`config.mk`:
```
export PLATFORM = sky130hd
export DESIGN_NAME = qhttp_teleport_initiator_flat
export DESIGN_NICKNAME = d
export VERILOG_FILES = /design/src/rtl/qhttp_teleport_initiator_if.sv /design/src/rtl/qhttp_teleport_initiator.sv /design/src/flat_wrapper.sv
export SDC_FILE = /design/constraint.sdc
export NUM_CORES = 1
export LEC_CHECK = 0
export CORE_AREA = 2 2 617 619
export CTS_CLUSTER_SIZE = 24
export DETAILED_ROUTE_END_ITERATION = 16
export DIE_AREA = 0 0 619 621
export MAX_ROUTING_LAYER = met4
export PLACE_DENSITY = 0.3
export REMOVE_ABC_BUFFERS = 1
export SKIP_LAST_GASP = 1
export SLEW_MARGIN = 15
export SYNTH_ARGS = -nofsm -noshare
export SYNTH_HDL_FRONTEND = slang
export SYNTH_SLANG_ARGS = --single-unit
```
`constraint.sdc`:
```
create_clock -name clk_1g -period 4.5 [get_ports clk_1g]
set_input_delay 0.45 -clock clk_1g [delete_from_list [all_inputs] [get_ports clk_1g]]
set_output_delay 0.45 -clock clk_1g [all_outputs]
set_load 0.03 [all_outputs]
```
`src/rtl/qhttp_teleport_initiator_if.sv`:
```
// qhttp teleport initiator bus: host request, Instaweb frame link,
// QCI EPR/Bell control and completion status.
interface qhttp_teleport_initiator_if;
    logic         req_valid;
    logic         req_ready;
    logic [127:0] req_qubit_id;
    logic [7:0]   req_priority;
    logic         emergency_override;
    logic [63:0]  now_cycles;
    logic [511:0] instaweb_rx_data;
    logic         instaweb_rx_valid;
    logic [511:0] instaweb_tx_data;
    logic         instaweb_tx_valid;
    logic [127:0] qubit_id;
    logic         qubit_ready;
    logic [63:0]  coherence_deadline;
    logic         bell_start;
    logic [127:0] bell_qubit_id;
    logic         bell_done;
    logic [1:0]   bell_result;
    logic         done_valid;
    logic [2:0]   done_status;

    modport master (
        output req_valid, req_qubit_id, req_priority, emergency_override,
        output now_cycles, instaweb_rx_data, instaweb_rx_valid,
        output qubit_id, qubit_ready, coherence_deadline,
        output bell_done, bell_result,
        input  req_ready, instaweb_tx_data, instaweb_tx_valid,
        input  bell_start, bell_qubit_id, done_valid, done_status
    );

    modport slave (
        input  req_valid, req_qubit_id, req_priority, emergency_override,
        input  now_cycles, instaweb_rx_data, instaweb_rx_valid,
        input  qubit_id, qubit_ready, coherence_deadline,
        input  bell_done, bell_result,
        output req_ready, instaweb_tx_data, instaweb_tx_valid,
        output bell_start, bell_qubit_id, done_valid, done_status
    );
endinterface

```
`src/rtl/qhttp_teleport_initiator.sv`:
```
// Sender-side qhttp teleportation engine: entanglement request, EPR
// pairing, Bell measurement hand-off and coherence-deadline enforcement.
module qhttp_teleport_initiator #(
    parameter int unsigned PRIO_LIMIT  = 100,
    parameter int unsigned EPR_TIMEOUT = 4096
) (
    input logic                        clk_1g,
    input logic                        rst_n,
    qhttp_teleport_initiator_if.slave  bus
);
    typedef enum logic [2:0] {
        IDLE, SEND_REQ, WAIT_EPR, MEASURE, SEND_BELL, WAIT_ACK, ABORT
    } state_t;

    localparam logic [7:0] T_REQ   = 8'h01;
    localparam logic [7:0] T_EPR   = 8'h02;
    localparam logic [7:0] T_BELL  = 8'h03;
    localparam logic [7:0] T_ACK   = 8'h04;
    localparam logic [7:0] T_ABORT = 8'h05;

    localparam logic [2:0] ST_OK  = 3'd0;
    localparam logic [2:0] ST_REJ = 3'd1;
    localparam logic [2:0] ST_TMO = 3'd2;
    localparam logic [2:0] ST_DEC = 3'd3;

    localparam int         CW   = $clog2(EPR_TIMEOUT) + 1;
    localparam logic [7:0] PLIM = PRIO_LIMIT[7:0];
    localparam logic [CW-1:0] CLAST = CW'(EPR_TIMEOUT - 1);

    function automatic logic [511:0] mk_frame(
        input logic [7:0]   t,
        input logic [7:0]   p,
        input logic [127:0] id,
        input logic [1:0]   b
    );
        logic [511:0] f;
        f            = '0;
        f[7:0]       = t;
        f[23:16]     = p;
        f[159:32]    = id;
        f[161:160]   = b;
        return f;
    endfunction

    state_t        state, state_n;
    logic [127:0]  id_q, id_n;
    logic [7:0]    prio_q, prio_n;
    logic [63:0]   dl_q, dl_n;
    logic          epr_r, epr_r_n;
    logic          epr_l, epr_l_n;
    logic [CW-1:0] cnt, cnt_n;
    logic [2:0]    code_q, code_n;
    logic [511:0]  tx_data_q, tx_data_n;
    logic          tx_valid_q, tx_valid_n;
    logic          bstart_q, bstart_n;
    logic          dvalid_q, dvalid_n;
    logic [2:0]    dstatus_q, dstatus_n;
    logic          ready_q, ready_n;

    logic [7:0] rx_type;
    logic       rx_hit, loc_hit, dl_hit, peer_abort, accept;

    assign rx_type    = bus.instaweb_rx_data[7:0];
    assign rx_hit     = bus.instaweb_rx_valid &&
                        (bus.instaweb_rx_data[159:32] == id_q);
    assign loc_hit    = bus.qubit_ready && (bus.qubit_id == id_q);
    assign dl_hit     = bus.now_cycles >= dl_q;
    assign peer_abort = rx_hit && (rx_type == T_ABORT);
    assign accept     = bus.req_valid && ready_q;

    always_comb begin
        state_n    = state;
        id_n       = id_q;
        prio_n     = prio_q;
        dl_n       = dl_q;
        epr_r_n    = epr_r;
        epr_l_n    = epr_l;
        cnt_n      = cnt;
        code_n     = code_q;
        tx_data_n  = '0;
        tx_valid_n = 1'b0;
        bstart_n   = 1'b0;
        dvalid_n   = 1'b0;
        dstatus_n  = dstatus_q;
        unique case (state)
            IDLE: begin
                if (accept) begin
                    id_n   = bus.req_qubit_id;
                    prio_n = bus.req_priority;
                    if (bus.req_priority > PLIM && !bus.emergency_override) begin
                        dvalid_n  = 1'b1;
                        dstatus_n = ST_REJ;
                    end else begin
                        state_n    = SEND_REQ;
                        tx_valid_n = 1'b1;
                        tx_data_n  = mk_frame(T_REQ, bus.req_priority,
                                              bus.req_qubit_id, 2'b00);
                    end
                end
            end
            SEND_REQ: begin
                epr_r_n = 1'b0;
                epr_l_n = 1'b0;
                cnt_n   = '0;
                state_n = WAIT_EPR;
            end
            WAIT_EPR: begin
                if (peer_abort) begin
                    state_n   = IDLE;
                    dvalid_n  = 1'b1;
                    dstatus_n = ST_DEC;
                end else begin
                    epr_r_n = epr_r || (rx_hit && rx_type == T_EPR);
                    epr_l_n = epr_l || loc_hit;
                    if (loc_hit) dl_n = bus.coherence_deadline;
                    if (epr_r_n && epr_l_n) begin
                        state_n  = MEASURE;
                        bstart_n = 1'b1;
                    end else if (cnt == CLAST) begin
                        state_n    = ABORT;
                        code_n     = ST_TMO;
                        tx_valid_n = 1'b1;
                        tx_data_n  = mk_frame(T_ABORT, prio_q, id_q, 2'b00);
                    end else begin
                        cnt_n = cnt + 1'b1;
                    end
                end
            end
            MEASURE, SEND_BELL, WAIT_ACK: begin
                // Deadline outranks a bell_done or ack landing the same cycle.
                if (peer_abort) begin
                    state_n   = IDLE;
                    dvalid_n  = 1'b1;
                    dstatus_n = ST_DEC;
                end else if (dl_hit) begin
                    state_n    = ABORT;
                    code_n     = ST_DEC;
                    tx_valid_n = 1'b1;
                    tx_data_n  = mk_frame(T_ABORT, prio_q, id_q, 2'b00);
                end else if (state == MEASURE) begin
                    if (bus.bell_done) begin
                        state_n    = SEND_BELL;
                        tx_valid_n = 1'b1;
                        tx_data_n  = mk_frame(T_BELL, prio_q, id_q,
                                              bus.bell_result);
                    end
                end else if (state == SEND_BELL) begin
                    state_n = WAIT_ACK;
                end else if (rx_hit && rx_type == T_ACK) begin
                    state_n   = IDLE;
                    dvalid_n  = 1'b1;
                    dstatus_n = ST_OK;
                end
            end
            ABORT: begin
                state_n   = IDLE;
                dvalid_n  = 1'b1;
                dstatus_n = code_q;
            end
            default: state_n = IDLE;
        endcase
        ready_n = (state_n == IDLE);
    end

    always_ff @(posedge clk_1g or negedge rst_n) begin
        if (!rst_n) begin
            state      <= IDLE;
            id_q       <= '0;
            prio_q     <= '0;
            dl_q       <= '0;
            epr_r      <= 1'b0;
            epr_l      <= 1'b0;
            cnt        <= '0;
            code_q     <= '0;
            tx_data_q  <= '0;
            tx_valid_q <= 1'b0;
            bstart_q   <= 1'b0;
            dvalid_q   <= 1'b0;
            dstatus_q  <= '0;
            ready_q    <= 1'b0;
        end else begin
            state      <= state_n;
            id_q       <= id_n;
            prio_q     <= prio_n;
            dl_q       <= dl_n;
            epr_r      <= epr_r_n;
            epr_l      <= epr_l_n;
            cnt        <= cnt_n;
            code_q     <= code_n;
            tx_data_q  <= tx_data_n;
            tx_valid_q <= tx_valid_n;
            bstart_q   <= bstart_n;
            dvalid_q   <= dvalid_n;
            dstatus_q  <= dstatus_n;
            ready_q    <= ready_n;
        end
    end

    assign bus.req_ready         = ready_q;
    assign bus.instaweb_tx_data  = tx_data_q;
    assign bus.instaweb_tx_valid = tx_valid_q;
    assign bus.bell_start        = bstart_q;
    assign bus.bell_qubit_id     = id_q;
    assign bus.done_valid        = dvalid_q;
    assign bus.done_status       = dstatus_q;
endmodule

```
`src/flat_wrapper.sv`:
```
// flat-port wrapper written by rule: the top's interface ports become plain ports
module qhttp_teleport_initiator_flat 
#(
    parameter int unsigned PRIO_LIMIT  = 100,
    parameter int unsigned EPR_TIMEOUT = 4096
)
  (clk_1g, rst_n, bus_req_valid, bus_req_qubit_id, bus_req_priority, bus_emergency_override, bus_now_cycles, bus_instaweb_rx_data, bus_instaweb_rx_valid, bus_qubit_id, bus_qubit_ready, bus_coherence_deadline, bus_bell_done, bus_bell_result, bus_req_ready, bus_instaweb_tx_data, bus_instaweb_tx_valid, bus_bell_start, bus_bell_qubit_id, bus_done_valid, bus_done_status);
  qhttp_teleport_initiator_if bus_i ();
  input logic clk_1g;
  input logic rst_n;
  input wire logic [$bits(bus_i.req_valid)-1:0] bus_req_valid;
  input wire logic [$bits(bus_i.req_qubit_id)-1:0] bus_req_qubit_id;
  input wire logic [$bits(bus_i.req_priority)-1:0] bus_req_priority;
  input wire logic [$bits(bus_i.emergency_override)-1:0] bus_emergency_override;
  input wire logic [$bits(bus_i.now_cycles)-1:0] bus_now_cycles;
  input wire logic [$bits(bus_i.instaweb_rx_data)-1:0] bus_instaweb_rx_data;
  input wire logic [$bits(bus_i.instaweb_rx_valid)-1:0] bus_instaweb_rx_valid;
  input wire logic [$bits(bus_i.qubit_id)-1:0] bus_qubit_id;
  input wire logic [$bits(bus_i.qubit_ready)-1:0] bus_qubit_ready;
  input wire logic [$bits(bus_i.coherence_deadline)-1:0] bus_coherence_deadline;
  input wire logic [$bits(bus_i.bell_done)-1:0] bus_bell_done;
  input wire logic [$bits(bus_i.bell_result)-1:0] bus_bell_result;
  output wire logic [$bits(bus_i.req_ready)-1:0] bus_req_ready;
  output wire logic [$bits(bus_i.instaweb_tx_data)-1:0] bus_instaweb_tx_data;
  output wire logic [$bits(bus_i.instaweb_tx_valid)-1:0] bus_instaweb_tx_valid;
  output wire logic [$bits(bus_i.bell_start)-1:0] bus_bell_start;
  output wire logic [$bits(bus_i.bell_qubit_id)-1:0] bus_bell_qubit_id;
  output wire logic [$bits(bus_i.done_valid)-1:0] bus_done_valid;
  output wire logic [$bits(bus_i.done_status)-1:0] bus_done_status;
  assign bus_i.req_valid = bus_req_valid;
  assign bus_i.req_qubit_id = bus_req_qubit_id;
  assign bus_i.req_priority = bus_req_priority;
  assign bus_i.emergency_override = bus_emergency_override;
  assign bus_i.now_cycles = bus_now_cycles;
  assign bus_i.instaweb_rx_data = bus_instaweb_rx_data;
  assign bus_i.instaweb_rx_valid = bus_instaweb_rx_valid;
  assign bus_i.qubit_id = bus_qubit_id;
  assign bus_i.qubit_ready = bus_qubit_ready;
  assign bus_i.coherence_deadline = bus_coherence_deadline;
  assign bus_i.bell_done = bus_bell_done;
  assign bus_i.bell_result = bus_bell_result;
  assign bus_req_ready = bus_i.req_ready;
  assign bus_instaweb_tx_data = bus_i.instaweb_tx_data;
  assign bus_instaweb_tx_valid = bus_i.instaweb_tx_valid;
  assign bus_bell_start = bus_i.bell_start;
  assign bus_bell_qubit_id = bus_i.bell_qubit_id;
  assign bus_done_valid = bus_i.done_valid;
  assign bus_done_status = bus_i.done_status;
  qhttp_teleport_initiator #(.PRIO_LIMIT(PRIO_LIMIT), .EPR_TIMEOUT(EPR_TIMEOUT)) u_core (.clk_1g(clk_1g), .rst_n(rst_n), .bus(bus_i));
endmodule
```
**Yosys cells after proc, flatten, opt, wreduce, memory -nomap -nowiden**

Index checks and enable logic that the tools add are counted.
Widths: inputs -> output; s select.

- Register bits after elaboration: 740
- Latch bits: 0
- RAM bits: 0
- Memory bits (read-only): 0
- Input bits: 913
- Memories kept: 0

- $add $sub $neg: 1
- Multiply operators: 0
- Div/mod/pow operators: 0
- Order comparisons: 2
- Equal/unequal tests: 25
- Shift operators: 0
- Multiplexer cells: 67
- Bitwise logic cells: 1
- Reduce and logical (&&, ||, !) cells: 23

Operators by type and width:

| kind | count |
|---|---|
| $mux 512 | 6 |
| $pmux 512 s3 | 1 |
| $mux 160 | 2 |
| $eq 128x128->1 | 2 |
| $mux 162 | 1 |
| $mux 3 | 24 |
| $ge 64x64->1 | 1 |
| $mux 13 | 3 |
| $pmux 13 s2 | 1 |
| $pmux 3 s4 | 2 |
| $mux 1 | 22 |
| $eq 8x3->1 const B | 2 |
| $add 13x1->13 const B | 1 |
| $eq 13x12->1 const B | 1 |
| $ne 2x1->1 const B | 5 |
| $eq 3x3->1 const B | 3 |
| $eq 8x2->1 const B | 1 |
| $gt 8x7->1 const B | 1 |
| $logic_and 1x1->1 | 8 |
| $ne 2x2->1 const B | 4 |
| $reduce_and 8->1 | 1 |
| $eq 3x2->1 const B | 2 |
| $logic_not 3->1 | 2 |
| $ne 3x2->1 const B | 2 |
| 17 further kinds | 21 |

**Longest topological paths before layout**

Gate-level depths: netlist of the first run.

- Depth after elaboration: 10
- Gate-level depth with buffers: 12
- Depth with buffers taken out: 11

**Worst setup path before layout of the first run**

No wires, ideal clock.

- Path kind: register to register
- Start: register u_core.id_q[48], in the netlist u_core.bus.bell_qubit_id[48]
- End: register u_core.tx_data_q[131], in the netlist u_core.bus.instaweb_tx_data[131]
- Arrival time: 2.964 ns
- Slack: 1.414 ns
- Cell stages (with the launch flop): 12
- Period minus slack after synthesis: 3.086 ns
- Cell sequence: dfrtp_1 > nor2b_1 > a2111o_1 > nor4_1 > nand3_1 > or4b_4 > o21bai_4 > a211oi_1 > o31a_1 > buf_2 > buf_4 > a32o_1

- Longest elaborated chain between the ends: 8
- Elaborated cells between the ends (all ways): 13

Ends and longest elaborated chain:

| element | line | source |
|---|---|---|
| start: declaration | qhttp_teleport_initiator.sv:46 | `logic [127:0] id_q, id_n;` |
| start signal: assignment | qhttp_teleport_initiator.sv:183 | `id_q <= id_n;` |
| $eq 128x128->1 | qhttp_teleport_initiator.sv:65 | `(bus.instaweb_rx_data[159:32] == id_q);` |
| $logic_and 1x1->1 | qhttp_teleport_initiator.sv:64 | `assign rx_hit = bus.instaweb_rx_valid &&` |
| $logic_and 1x1->1 | qhttp_teleport_initiator.sv:113 | `epr_r_n = epr_r \|\| (rx_hit && rx_type == T_EPR);` |
| $logic_or 1x1->1 | qhttp_teleport_initiator.sv:113 |  |
| $logic_and 1x1->1 | qhttp_teleport_initiator.sv:116 | `if (epr_r_n && epr_l_n) begin` |
| $mux 512 | qhttp_teleport_initiator.sv:116 |  |
| $mux 512 | qhttp_teleport_initiator.sv:108 | `if (peer_abort) begin` |
| $pmux 512 s3 (*) | qhttp_teleport_initiator.sv:85 | `unique case (state)` |
| via u_core.tx_data_n[131] | qhttp_teleport_initiator.sv:53 | `logic [511:0] tx_data_q, tx_data_n;` |
| end signal: assignment | qhttp_teleport_initiator.sv:190 | `tx_data_q <= tx_data_n;` |
| end: declaration | qhttp_teleport_initiator.sv:53 |  |

Mark *: on every way through the listed nets, which the timed path passes. The rest lies on a longest branch.
A chain may end at the register's enable or synchronous reset.

**Worst setup path in the final report of the first run**

- Start: register u_core.id_q[114], in the netlist u_core.bus.bell_qubit_id[114]
- End: register u_core.tx_data_q[59], in the netlist u_core.bus.instaweb_tx_data[59]

The elaborated chain is that of the path after synthesis.

==> reports/metrics.csv, run 1 <==
stage;metric;value;unit
run_status;status;finished, final reports clean;
critical_path;WP data required;5090;ps
sta;Max Clk Rate;0.230;GHz
global_routing;GR Overflow Total;0;
drt;wire per inst;26.9;um
pwr;total power draw;21.5;mW
drt;DRC errors left;0;
critical_path;arrival time at the worst endpoint;4940;ps
synth;synth unique cells;68;
clock_tree;CTS tree;built;
synth;Post-Syn Area;0.0221;mm^2
clock_tree;worst-skew pair later-pin latency;770;ps
drt;Vias/cell;2.50;
clock_tree;CTS H-Tree Depth;2;
global_routing;initial antenna violation count;236;
pwr;Leak;14.9;nW
synth;Seq/Total Area, Yosys;0.414;
floorplanning;Starting Density;0.0585;
sta;Slew @ Worst Pin;1250;ps
place;dpl ws;-249;ps
sta;Clock Skew;63.6;ps
global_routing;vias in the first global route;21277;
sta;Final setup viols;0;
synth;cell taking the most area after synthesis;dfrtp_1;
critical_path;crit path max-delay cell type;dfrtp_1;
floorplanning;Die Area;0.384;mm^2
global_routing;Total GRT Usage;0.118;
critical_path;startpoint types;register;
sta;Final WS setup;150;ps
critical_path;crit end category;register;
sta;Final Max Slew Viols;0;
critical_path;CP bufs+invs;6;
critical_path;Crit path top cell by count;buf_4;
sta;Slew headroom;0.167;
synth;Area contributors post-synth;dfrtp_1 41%, buf_4 13%, nand2_1 6.9%;
clock_tree;clock-pin slew on the worst setup and hold paths;70;ps
synth;cells after synthesis;2314;
synth;synth warn;0;
sta;Final period util;0.967;
critical_path;Worst Path Max Fanout;15;
critical_path;critical path class;register to register;
final_layout;share of cells above drive strength 1;0.105;
floorplanning;chip height;621;um
global_routing;first-pass GRT wire length;276000;um
pwr;Max VDD drop;0.337;mV
global_routing;largest net degree at the start of global routing;101;
drt;1st-iter DRT viols;1152;
clock_tree;Num CTS Buffers;60;
floorplanning;core area;0.378;mm^2
final_layout;area delta synth->final;75.1;%
synth;syn avg cell area;9.55;um^2
synth;Most used DFF post-synth;dfrtp_1;
place;Final GP Congestion;0.831;
synth;share of the synthesized area in the top cell type;0.414;
place;buffers added on ports;811;
synth;Synth Register Bits;366;
critical_path;CP delay by family, top;buffers and inverters;
critical_path;Cell Chain, Critical Path;xnor2_1, buf_4, nand4_1, buf_4, nor4_1, buf_4, nand4_1, nor4_2, buf_4, or2_1, a211oi_1, o31a_2, buf_12, buf_4, a32o_1;
pwr;total power per unit cell area;556;mW/mm^2
floorplanning;I/O Pins;1560;
final_layout;post-layout util;0.102;
drt;final WL;227000;um
place;post-DP HPWL;200000;um
drt;Pre-antenna DRT Iters;6;
drt;post-route ant nets;0;
sta;Hold Fails Final Rpt;0;
critical_path;critical path's largest stage delay;590;ps
final_layout;fill count;43750;
clock_tree;clock root buffer;clkbuf_16;
sta;RSZ-0062 raised after global routing;no;
job;max-cap violations;0;
clock_tree;CTS Buffer Depth;3;
hold_path;Tightest Hold Check Type;primary input to register;
floorplanning;Std-Cell Rows;226;
drt;vias post-DR;21140;
final_layout;Final nets;4262;
synth;Post-synth EDFFs;0;
clock_tree;CTS sink count;366;
floorplanning;Die X;619;um
sta;fin crit period;4350;ps
synth;Async SR Flop Fraction;1.00;
## worst paths after layout
path,startpoint,end,slack (ps),cells after the start
max in group asynchronous,rst_n,u_core.bus.instaweb_tx_data[149],3060,3
max,u_core.bus.bell_qubit_id[114],u_core.bus.instaweb_tx_data[59],150,15
max reg2reg,u_core.bus.bell_qubit_id[114],u_core.bus.instaweb_tx_data[59],150,15
min,bus_req_qubit_id[25],u_core.bus.bell_qubit_id[25],240,3
min reg2reg,u_core.code_q[1],u_core.code_q[1],470,1
min in group asynchronous,rst_n,u_core.bus.instaweb_tx_data[22],290,2
## where the power goes
group / internal [mW] / switching [mW] / total [mW]
Combinational: 3.89 / 6.84 / 10.7
Sequential: 4.17 / 1.57 / 5.74
Clock: 2.91 / 2.15 / 5.06
## worst register-to-register path, stage by stage, from the launching register on
cell      delay, ps
dfrtp_1         590
xnor2_1         170
buf_4           160
nand4_1         120
buf_4           190
nor4_1          300
buf_4           220
nand4_1         250
nor4_2          460
buf_4           240
or2_1           150
a211oi_1        110
o31a_2          490
buf_12          270
buf_4           210
a32o_1          230
## flip-flops by register name, indices dropped and copies added (netlist names), 2 cells and up
signal                       flops
u_core.dl_q                     64
u_core.bus.instaweb_tx_data    141
u_core.bus.done_status           2
u_core.cnt                      13
u_core.code_q                    2
u_core.state                     3
u_core.prio_q                    8
u_core.bus.bell_qubit_id       128
## cell usage in the layout, fill, tap and decap left out, types with 14 or more instances in the layout
master,synthesis,routed
clkdlybuf4s50_1,0,810
nand2_1,409,409
conb_1,1,372
dfrtp_1,366,364
buf_4,376,164
a32o_1,130,130
xnor2_1,131,129
nand2b_1,109,109
inv_1,103,103
diode_2,0,97
nand4_1,87,87
ha_1,65,65
nor2b_1,60,60
clkbuf_16,0,60
mux2_2,44,44
a21oi_1,37,37
o21ai_0,36,36
nor2_1,29,29
nor4_1,30,27
xor2_1,23,23
buf_12,0,22
mux2_1,21,21
nand3_1,17,17
a2111oi_0,17,14
## area by class of cell
type,instances,area (um^2),share of cell area
inverter,103,387,0.00999
clock inverter,30,372,0.00960
timing repair buffer,998,9800,0.253
sequential,366,9160,0.237
antenna,97,243,0.00627
clock buffer,80,1680,0.0433
tap,5016,6280,0.162
multi-input combinational,1755,10800,0.279
## synthesized netlist by cell type (10+ instances only)
cell type,number
mux2_2,44
a21o_1,12
xnor2_1,131
a32o_1,130
ha_1,65
o2111ai_1,10
o21ai_0,36
inv_1,103
nor4_1,30
clkbuf_1,64
buf_6,10
a2111oi_0,17
nand2b_1,109
buf_4,376
nand2_1,409
mux2_1,21
nor2_1,29
dfrtp_1,366
nand3_1,17
a21oi_1,37
nor3_1,14
nor2b_1,60
nand4_1,87
xor2_1,23
## cell families (layout without fill, tap and decap cells)
logic type	after synthesis	count (layout)	share of synthesized area
other cells	1	469	0.000170
flops	366	366	0.414
buf+inv	564	1211	0.164
mux	67	67	0.0340
xor+xnor	154	154	0.0610
compound gates	306	306	0.115
fa+ha+maj	65	65	0.0368
simple gates	791	791	0.175
## layer usage
metal,vias up,wire length (um),global-route usage
met3,311,26300,0.0708
met4,0,5980,0.0247
li1,9359,-,-
met1,10358,82300,0.113
met5,-,0,-
met2,1112,113000,0.204
## repair_timing
item,in CTS,in global routing
resized for setup,1,2
buffers inserted,0,0
endpoints found under the hold margin,56,0
endpoints found under the setup margin,39,23
hold buffers,1,0
## through the flow
step / std cells / TNS [ps] / area (um^2) / hold slack, ps
final: 8445 / 0 / 38700 / 243
after global routing: 8430 / 0 / 38700 / 197
after CTS: 8348 / 0 / 38500 / 140
after detailed placement: 8237 / -22610 / 36400 / 451
after global placement: 8237 / -31980 / 36400 / 457
after floorplan: 2224 / -4464170 / 20300 / 154
Note: power is estimated with default switching activity, not from simulation.
==> run 2, diff against run 1 <==
--- a/config.mk
+++ b/config.mk
@@ -5,10 +5,10 @@
 export SDC_FILE = /design/constraint.sdc
 export NUM_CORES = 1
 export LEC_CHECK = 0
-export CORE_AREA = 2 2 617 619
+export CORE_AREA = 4 4 601 603
 export CTS_CLUSTER_SIZE = 24
 export DETAILED_ROUTE_END_ITERATION = 16
-export DIE_AREA = 0 0 619 621
+export DIE_AREA = 0 0 605 607
 export MAX_ROUTING_LAYER = met4
 export PLACE_DENSITY = 0.3
 export REMOVE_ABC_BUFFERS = 1
==> reports/metrics.csv, run 2 (synthesized netlist as in run 1, its figures left out) <==
stage;metric;value;unit;change
floorplanning;core area;0.355;mm^2;was 0.378 mm^2
hold_path;Min-Delay Endpoint;u_core.bus.bell_qubit_id[106];;was u_core.bus.bell_qubit_id[25]
floorplanning;Std-Cell Rows;219;;was 226
pwr;total power draw;21.8;mW;was 21.5 mW
sta;Max Clk Rate;0.228;GHz;was 0.230 GHz
hold_path;Worst Hold Path Cells;3;;unchanged
floorplanning;I/O Pins;1560;;unchanged
global_routing;initial antenna violation count;216;;was 236
final_layout;post-layout util;0.108;;was 0.102
drt;vias post-DR;21482;;was 21,140
place;Final GP Congestion;0.860;;was 0.831
sta;Hold Fails Final Rpt;0;;unchanged
job;max-cap violations;0;;unchanged
global_routing;GR Overflow Total;0;;unchanged
global_routing;Total GRT Usage;0.122;;was 0.118
final_layout;share of cells above drive strength 1;0.105;;about the same
critical_path;worst r2r path cells;14;;was 15
pwr;Max VDD drop;0.308;mV;was 0.337 mV
final_layout;max reg flops;141;;unchanged
clock_tree;CTS H-Tree Depth;2;;unchanged
place;post-DP HPWL;199000;um;was 200,000 um
floorplanning;chip height;607;um;was 621 um
drt;1st-iter DRT viols;1307;;was 1,152
hold_path;origin of the worst min-delay path;bus_req_qubit_id[106];;was bus_req_qubit_id[25]
sta;Final period util;0.976;;was 0.967
pwr;total power per unit cell area;568;mW/mm^2;was 556 mW/mm^2
clock_tree;clock-pin slew on the worst setup and hold paths;60;ps;was 70 ps
sta;Clock Skew;70.5;ps;was 63.6 ps
floorplanning;Die X;605;um;was 619 um
final_layout;fill count;41004;;was 43,750
critical_path;WP data required;5080;ps;was 5090 ps
final_layout;post-route insts no fill;8168;;was 8,445
drt;DRC errors left;0;;unchanged
clock_tree;CTS sink count;366;;unchanged
clock_tree;worst-skew pair later-pin latency;770;ps;about the same
sta;Final Max Slew Viols;0;;unchanged
global_routing;first-pass GRT wire length;273000;um;was 276,000 um
global_routing;largest net degree at the start of global routing;105;;was 101
final_layout;most frequent cells in the layout;810 x clkdlybuf4s50_1, 409 x nand2_1, 372 x conb_1;;unchanged
final_layout;most common cell after layout, fill and taps aside;clkdlybuf4s50_1;;unchanged
critical_path;worst reg2reg path startpoint;u_core.bus.bell_qubit_id[114];;unchanged
pwr;Leak;14.9;nW;about the same
sta;Setup TNS;0;ps;unchanged
clock_tree;CTS Buffer Depth;3;;unchanged
critical_path;flop2flop setup slack;110;ps;was 150 ps
clock_tree;Num CTS Buffers;61;;was 60
run_status;status;finished, final reports clean;;unchanged
sta;Slew @ Worst Pin;1190;ps;was 1250 ps
drt;final WL;228000;um;was 227,000 um
sta;worst hold slack;262;ps;was 243 ps
final_layout;Final nets;4255;;was 4,262
place;buffers added on ports;811;;unchanged
global_routing;vias in the first global route;21256;;was 21,277
clock_tree;clock root buffer;clkbuf_16;;unchanged
critical_path;crit end category;register;;unchanged
sta;Slew headroom;0.207;;was 0.167
critical_path;arrival time at the worst endpoint;4970;ps;was 4940 ps
critical_path;Critical R2R Capture;u_core.bus.instaweb_tx_data[68];;was u_core.bus.instaweb_tx_data[59]
floorplanning;Die Area;0.367;mm^2;was 0.384 mm^2
floorplanning;Starting Density;0.0622;;was 0.0585
critical_path;Worst Path Max Fanout;34;;was 15
place;Cells after DPL;7964;;was 8,237
drt;Vias/cell;2.63;;was 2.50
clock_tree;CTS tree;built;;unchanged
drt;wire per inst;27.9;um;was 26.9 um
sta;Final setup viols;0;;unchanged
drt;post-route ant nets;0;;unchanged
sta;RSZ-0062 raised after global routing;no;;unchanged
hold_path;Tightest Hold Check Type;primary input to register;;unchanged
sta;fin crit period;4390;ps;was 4350 ps
drt;Pre-antenna DRT Iters;7;;was 6
final_layout;area delta synth->final;73.7;%;was 75.1%
critical_path;critical path class;register to register;;unchanged
critical_path;startpoint types;register;;unchanged
-- run 2: cell types whose count changed in the layout (fill, tap and decap cells not counted), sizes merged --
cell and delta:
buf -8, bufinv +2, clkbuf -1, clkinvlp +2, diode -6, inv -1
-- run 2: cell type report --
class	count	area, um^2	area share
Multi-Input combinational cell	1755	10800	0.282
Antenna cell	91	228	0.00593
Inverter	103	387	0.0101
Clock buffer	79	1720	0.0449
Sequential cell	366	9160	0.239
Timing Repair Buffer	990	9710	0.253
Tap cell	4751	5940	0.155
Clock inverter	33	424	0.0110
-- run 2: layer usage --
metal / vias up / track usage / wire length (um)
li1: 9342 / - / -
met1: 10628 / 0.134 / 89100
met2: 1189 / 0.205 / 111000
met3: 323 / 0.0517 / 22000
met4: 0 / 0.0231 / 5640
met5: - / - / 0
-- run 2: report_power, final --
part           switching (mW)  total, mW  internal [mW]  leakage (nW)
Clock                    2.17       5.27           3.10          1.04
Combinational            6.98       10.8           3.82          9.04
Sequential               1.59       5.76           4.17          4.86
Total                    10.7       21.8           11.1          14.9
-- run 2: worst max path at each step --
stage | startpoint | to | slack [ps] | cells after the start
floorplan | u_core.state[0] | u_core.bus.instaweb_tx_data[16] | -16880 | 3
global placement | bus_instaweb_rx_data[146] | u_core.bus.instaweb_tx_data[68] | -800 | 15
detailed placement | bus_instaweb_rx_data[146] | u_core.bus.instaweb_tx_data[68] | -800 | 15
CTS | u_core.bus.bell_qubit_id[114] | u_core.bus.instaweb_tx_data[68] | 9 | 14
global route | u_core.bus.bell_qubit_id[110] | u_core.bus.instaweb_tx_data[68] | 0.8 | 16
finish | u_core.bus.bell_qubit_id[114] | u_core.bus.instaweb_tx_data[68] | 110 | 14
-- run 2: critical path, stage by stage, from the launching register on --
cell and delay [ps]:
dfrtp_1 460, xnor2_4 310, buf_12 180, nand4_1 270
nor4_4 410, buf_4 230, nand3_1 100, buf_4 190
or4b_4 530, o21bai_4 160, a211oi_1 120, o31a_2 400
buf_12 210, buf_12 220, a32o_1 290
-- run 2: what timing repair did --
action	4_1_cts	5_1_grt
hold buffers	1	0
resized for setup	4	3
endpoints found under the setup margin	141	3
setup buffers	0	0
endpoints found under the hold margin	53	0
pin swaps	0	0
-- run 2: per-stage QoR --
| step | instance area [um^2] | setup slack, ps |
|---|---|---|
| 2_1_floorplan | 20300 | -16880 |
| 3_3_place_gp | 36000 | -801 |
| 3_5_place_dp | 36000 | -804 |
| 4_1_cts | 38100 | 9.00 |
| 5_1_grt | 38300 | 0.830 |
| 6_report | 38400 | 108 |
